--- config.mk ---
export PLATFORM = sky130hd
export DESIGN_NAME = vending_transaction_ctrl
export DESIGN_NICKNAME = d
export VERILOG_FILES = /design/src/rtl/vending_transaction_ctrl_pkg.sv /design/src/rtl/vending_transaction_ctrl_coin_change_selector.sv /design/src/rtl/vending_transaction_ctrl.sv
export SDC_FILE = /design/constraint.sdc
export NUM_CORES = 1
export LEC_CHECK = 0
export BUFFER_PORTS_ARGS = -buffer_cell sky130_fd_sc_hd__buf_2
export CAP_MARGIN = 5
export CORE_MARGIN = 2
export CORE_UTILIZATION = 40
export CTS_BUF_LIST = sky130_fd_sc_hd__clkbuf_16
export CTS_CLUSTER_SIZE = 12
export DETAILED_ROUTE_END_ITERATION = 8
export SLEW_MARGIN = 15
export SYNTH_ARGS = -nofsm -noshare
export SYNTH_HDL_FRONTEND = slang
export SYNTH_SLANG_ARGS = --single-unit
export TNS_END_PERCENT = 50
--- constraint.sdc ---
create_clock -name clk -period 9.2 [get_ports clk]
set_input_delay 0.46 -clock clk [delete_from_list [all_inputs] [get_ports clk]]
set_output_delay 0.46 -clock clk [all_outputs]
set_load 0.01 [all_outputs]
--- src/rtl/vending_transaction_ctrl_pkg.sv ---
// Shared definitions for the vending transaction controller: sizes, limits,
// coin value / item price tables, FSM state encoding and a coin-sum helper.
package vending_transaction_ctrl_pkg;

  localparam int kNumCoins   = 3;
  localparam int kNumItems   = 4;
  localparam int kWaitTime   = 100;
  localparam int kMaxBalance = 10000;

  // Coin denominations, index 0 is the smallest; the change selector relies
  // on this ascending order to find the largest returnable coin.
  localparam logic [31:0] kCoinValue [kNumCoins] = '{32'd100, 32'd500, 32'd1000};

  // Item prices, index 0 is the cheapest.
  localparam logic [31:0] kItemPrice [kNumItems] = '{32'd400, 32'd500, 32'd1000, 32'd2000};

  typedef enum logic [1:0] {
    ST_IDLE   = 2'd0,
    ST_ACTIVE = 2'd1,
    ST_RETURN = 2'd2
  } state_t;

  // Total value of a multi-hot coin vector.
  function automatic logic [31:0] coin_sum(input logic [kNumCoins-1:0] coins);
    logic [31:0] sum;
    sum = '0;
    for (int i = 0; i < kNumCoins; i++) begin
      if (coins[i]) sum = sum + kCoinValue[i];
    end
    return sum;
  endfunction

endpackage

--- src/rtl/vending_transaction_ctrl_coin_change_selector.sv ---
// Combinational change picker: returns the largest single coin whose value
// does not exceed the current balance, as a one-hot vector (zero when the
// balance is below the smallest coin).
module coin_change_selector
  import vending_transaction_ctrl_pkg::*;
(
  input  logic [31:0]          balance,
  output logic [kNumCoins-1:0] coin
);

  logic found;

  // Scan from the largest denomination down and keep the first that fits.
  always_comb begin
    // NOTE: every combinational output gets a default before any branch,
    // otherwise paths that skip an assignment would infer a latch.
    coin  = '0;
    found = 1'b0;
    for (int i = kNumCoins - 1; i >= 0; i--) begin
      if (!found && (balance >= kCoinValue[i])) begin
        coin[i] = 1'b1;
        found   = 1'b1;
      end
    end
  end

endmodule

--- src/rtl/vending_transaction_ctrl.sv ---
// Vending machine transaction sequencer: accumulates coins, dispenses
// affordable items, runs the inactivity timer and pays change back one coin
// per cycle, largest denomination first.
module vending_transaction_ctrl
  import vending_transaction_ctrl_pkg::*;
(
  input  logic                 clk,
  input  logic                 reset,
  input  logic [kNumCoins-1:0] i_input_coin,
  input  logic [kNumItems-1:0] i_select_item,
  input  logic                 i_trigger_return,
  output logic [kNumItems-1:0] o_available_item,
  output logic [kNumItems-1:0] o_output_item,
  output logic [kNumCoins-1:0] o_return_coin,
  output logic [31:0]          o_current_total,
  output logic [31:0]          o_wait_time,
  output logic                 o_busy
);

  localparam logic [31:0] kWaitReload = 32'(kWaitTime);
  localparam logic [31:0] kBalanceMax = 32'(kMaxBalance);

  state_t                 state_q, state_d;
  logic [31:0]            balance_q, balance_d;
  logic [31:0]            wait_q, wait_d;
  logic [kNumItems-1:0]   item_q, item_d;
  logic [kNumCoins-1:0]   ret_q, ret_d;
  logic                   busy_q, busy_d;

  logic [31:0]            coin_total;
  logic                   coin_seen;
  logic                   coin_ok;
  logic                   pick_valid;
  logic [kNumItems-1:0]   pick_onehot;
  logic [31:0]            pick_price;
  logic [kNumCoins-1:0]   change_coin;
  logic [31:0]            change_value;
  logic [31:0]            active_balance;
  logic [31:0]            active_wait;

  // Change coin for the current balance; only used while returning.
  coin_change_selector u_change (
    .balance (balance_q),
    .coin    (change_coin)
  );

  assign change_value = coin_sum(change_coin);

  // Coin acceptance: the whole cycle's coins are taken or rejected together,
  // so the balance ceiling can never be crossed.
  always_comb begin
    coin_total = coin_sum(i_input_coin);
    coin_seen  = (i_input_coin != '0);
    coin_ok    = coin_seen && ((balance_q + coin_total) <= kBalanceMax);
  end

  // Item pick: lowest-index selected item affordable from the registered
  // (pre-coin) balance.
  always_comb begin
    pick_valid  = 1'b0;
    pick_onehot = '0;
    pick_price  = '0;
    for (int i = 0; i < kNumItems; i++) begin
      if (!pick_valid && i_select_item[i] && (kItemPrice[i] <= balance_q)) begin
        pick_valid     = 1'b1;
        pick_onehot[i] = 1'b1;
        pick_price     = kItemPrice[i];
      end
    end
  end

  // Balance and timer as they would be after an ACTIVE-state cycle.
  always_comb begin
    active_balance = balance_q
                   + (coin_ok    ? coin_total : 32'd0)
                   - (pick_valid ? pick_price : 32'd0);
    if (coin_ok || pick_valid) begin
      active_wait = kWaitReload;
    end else if (wait_q != 32'd0) begin
      active_wait = wait_q - 32'd1;
    end else begin
      active_wait = 32'd0;
    end
  end

  // Next-state and next-output logic for the transaction FSM.
  always_comb begin
    state_d   = state_q;
    balance_d = balance_q;
    wait_d    = wait_q;
    item_d    = '0;
    ret_d     = '0;

    unique case (state_q)
      ST_IDLE: begin
        // Selects and return requests mean nothing with an empty balance.
        if (coin_ok) begin
          balance_d = balance_q + coin_total;
          wait_d    = kWaitReload;
          state_d   = ST_ACTIVE;
        end else if (coin_seen) begin
          ret_d = i_input_coin;
        end
      end

      ST_ACTIVE: begin
        if (coin_seen && !coin_ok) ret_d = i_input_coin;
        if (pick_valid) item_d = pick_onehot;
        balance_d = active_balance;
        if (active_balance == 32'd0) begin
          // Exact purchase: nothing to return, the transaction is over.
          wait_d  = 32'd0;
          state_d = ST_IDLE;
        end else begin
          wait_d = active_wait;
          if (i_trigger_return || (active_wait == 32'd0)) state_d = ST_RETURN;
        end
      end

      ST_RETURN: begin
        // Coins inserted now are never accepted; they ride back with the change.
        ret_d     = change_coin | i_input_coin;
        balance_d = balance_q - change_value;
        if ((balance_q - change_value) == 32'd0) begin
          wait_d  = 32'd0;
          state_d = ST_IDLE;
        end
      end

      default: begin
        balance_d = '0;
        wait_d    = '0;
        state_d   = ST_IDLE;
      end
    endcase

    busy_d = (state_d == ST_RETURN);
  end

  // State and output registers with synchronous reset.
  always_ff @(posedge clk) begin
    // NOTE: sequential state uses non-blocking assignments so every register
    // samples its pre-edge inputs regardless of statement order.
    if (reset) begin
      state_q   <= ST_IDLE;
      balance_q <= '0;
      wait_q    <= '0;
      item_q    <= '0;
      ret_q     <= '0;
      busy_q    <= 1'b0;
    end else begin
      state_q   <= state_d;
      balance_q <= balance_d;
      wait_q    <= wait_d;
      item_q    <= item_d;
      ret_q     <= ret_d;
      busy_q    <= busy_d;
    end
  end

  // Affordability flags follow the registered balance directly.
  always_comb begin
    for (int i = 0; i < kNumItems; i++) begin
      o_available_item[i] = (balance_q >= kItemPrice[i]);
    end
  end

  assign o_output_item   = item_q;
  assign o_return_coin   = ret_q;
  assign o_current_total = balance_q;
  assign o_wait_time     = wait_q;
  assign o_busy          = busy_q;

endmodule

==> results.md <==
- Post-route DRC violation count: 0
- Setup WS post-layout: roughly 0.83 ns
- Critical Path RT: about 9.5 ns
- CTS tree: yes
- Mean post-synth cell area: around 7.2 um^2
- Final WL: about 40,000 um
- I/O pin count: 86
- Synthesis Warnings: 0
- Post-synth cell types: between 90 and 100
- Post-synth top area share: 0.148
- GP Congestion: about 0.97
- Crit end category: flip-flop
- Row count: 57
- Worst setup path class: in2reg
- Max-cap viol count: 0
- Setup bufs post-CTS: 0
- Initial antenna violation count: 0
- CTS H-tree depth: 3
- FILL cells: 2,577
- Largest net degree at the start of global routing: 42
- Final Hold Fails: 0
- Vias per cell: between 6 and 7
- DR iter-0 viols: between 1,000 and 1,500
- Final TNS setup: 0 ns
- Hold depth: 3
- Pins Over Slew Limit: 0
- Max Fclk: around 120 MHz
- Period utilization: 0.910
- Slew headroom: 0.354
- Worst Hold Class: in2reg
- Diode count: 0
- Starting Density: 0.409
- Total clock sinks: 74
- Die Y: between 150 and 200 um
- CTS buffer count: 9
- Grt ovf: 0
- Layout cell share with drive strength beyond 1: 0.116
- Gr usage total: 0.293
- Clock-pin transition on the worst setup and hold timing paths: approximately 0.07 ns
- First-pass GRT wire length: ~60,000 um
- Insertion delay of the later-clocked pin in the worst-skew pair: 0.36 ns
- Worst-Margin Slew: around 0.94 ns
- RSZ-0062 raised after global routing: no
- Reg2Reg Depth: 22
- Seq cells post-synth: 74
- Ys flop type: dfxtp_1
- Drt first pass iters: 6
- CORE AREA: ~24,000 um^2
- Via count: roughly 11,000
- Die width: approximately 160 um
- Post-synth EDFFs: 0
- Final hold slack: between 0.3 and 0.4 ns
- Final core utilization: 0.453
- Area delta synth->final: 10.7%
- Area contributors post-synth: dfxtp_1, ha_1, a21oi_1
- Place WS: approximately 0.66 ns
- Mapped Cells: approximately 1,400
- CTS-repair resized insts: 0
- Setup Skew: roughly 0.014 ns
- Port-buffer cells: 85
- Async set-or-reset flop fraction in the synthesized netlist: 0
- Clock buffer depth: 2
- Kind of start point of the critical path: input port
- Die ar.: 26,200 um^2
- Vias in the first global route: between 10,000 and 15,000
- Root buf cell: clkbuf_16
- Syn Nets: 1,504
- Final HPWL DP: ~31,000 um
- Final antenna-violating net count: 0
- Synth Cell Area: 9980 um^2
- Crit Path Max Fanout: 16
- Number of setup violations in the final report: 0
- Layout Nets: approximately 1,600
- Hold_buf cts: 0
- Outcome: completed
- Minimum clock period: about 8.4 ns
- Area leader, netlist: dfxtp_1
- WL/cell: 22.2 um
- Sequential area share after synthesis: 0.148
- Worst EP arrival: between 8 and 9 ns
## through the flow
stage               std cells  cell area (um^2)
floorplan                1380              9980
global placement         1757             10700
detailed placement       1757             10700
CTS                      1773             11000
global route             1773             11000
finish                   1773             11000
## area by class of cell
type | count | area (um^2) | area share
multi-input combinational | 1150 | 7880 | 0.713
clock buffer | 9 | 225 | 0.0204
tap | 324 | 405 | 0.0367
sequential | 74 | 1480 | 0.134
inverter | 102 | 383 | 0.0347
clock inverter | 7 | 82.6 | 0.00748
timing repair buffer | 107 | 591 | 0.0535
## cells by family after synthesis
family / synth area share
mux: 0.0117
buf+inv: 0.0627
compound gates: 0.278
other cells: 0.000376
fa+ha+maj: 0.151
xor+xnor: 0.0474
simple gates: 0.300
flops: 0.148
## layout by cell type (no fill, tap or decap), types with 7 or more instances in the layout
cell type	instances
nand2_1	124
nor2_1	108
ha_1	103
inv_1	101
a21oi_1	94
buf_2	85
dfxtp_1	74
nand3_1	69
o21ai_0	57
nor3_1	51
nand4_1	48
xnor2_1	44
o211ai_1	28
nor4_1	26
nand2b_1	23
and2_1	22
buf_4	22
or3_1	20
a21o_1	19
a31oi_1	17
a211oi_1	16
o22ai_1	16
nor2b_1	14
o21a_1	13
a22oi_1	12
or2_2	11
fa_1	11
and3_1	10
o2111ai_1	10
xor2_1	10
o221ai_1	9
clkbuf_16	9
o21ai_1	8
or4_1	8
nand3b_1	8
o31ai_1	7
## critical path, stage by stage
cell	delay, ns
buf_2	0.12
inv_1	0.10
ha_1	0.20
nand2_1	0.08
xnor2_1	0.36
ha_1	0.38
and2_1	0.21
a221oi_2	0.34
a21oi_1	0.22
o2111ai_1	0.26
mux2i_1	0.23
o2111ai_1	0.23
nor4_4	0.71
nand2_1	0.23
fa_1	0.53
inv_1	0.04
ha_1	0.45
a21oi_1	0.27
o221ai_1	0.14
nor3_1	0.57
xor2_1	0.17
or4_1	0.56
a2111oi_2	0.31
nand4_1	0.13
or4_1	0.76
buf_4	0.29
a32o_1	0.27
## metal layers
layer,global-route usage,part of all wire
met1,0.405,0.44
met2,0.450,0.43
met3,0.0595,0.085
met4,0.112,0.043
met5,0,0
## synthesized netlist by cell type, types with 14 or more instances
cell,instances
nand2_1,124
nor2_1,108
ha_1,103
inv_1,101
a21oi_1,94
dfxtp_1,74
nand3_1,69
o21ai_0,57
nor3_1,51
nand4_1,48
xnor2_1,44
clkbuf_1,32
o211ai_1,28
nor4_1,26
nand2b_1,23
and2_1,22
or3_1,20
a21o_1,19
a31oi_1,17
a211oi_1,16
buf_2,16
o22ai_1,16
nor2b_1,14
## state kept, by name, summed over array words and instances, names as in the netlist
register / count
o_output_item: 4
o_wait_time: 32
o_return_coin: 3
o_busy: 1
o_current_total: 32
state_q: 2
## path summary, 6_finish.rpt
path	start	to	slack [ns]
max reg2reg	o_current_total[16]	state_q[0]	1.00
max	i_input_coin[0]	state_q[0]	0.83
min reg2reg	o_wait_time[25]	o_wait_time[25]	0.50
min	i_input_coin[0]	o_return_coin[0]	0.38
Power is left out: the tool's default activity adds up to more than one toggle a clock period on the data nets, which glitch-free logic cannot reach.
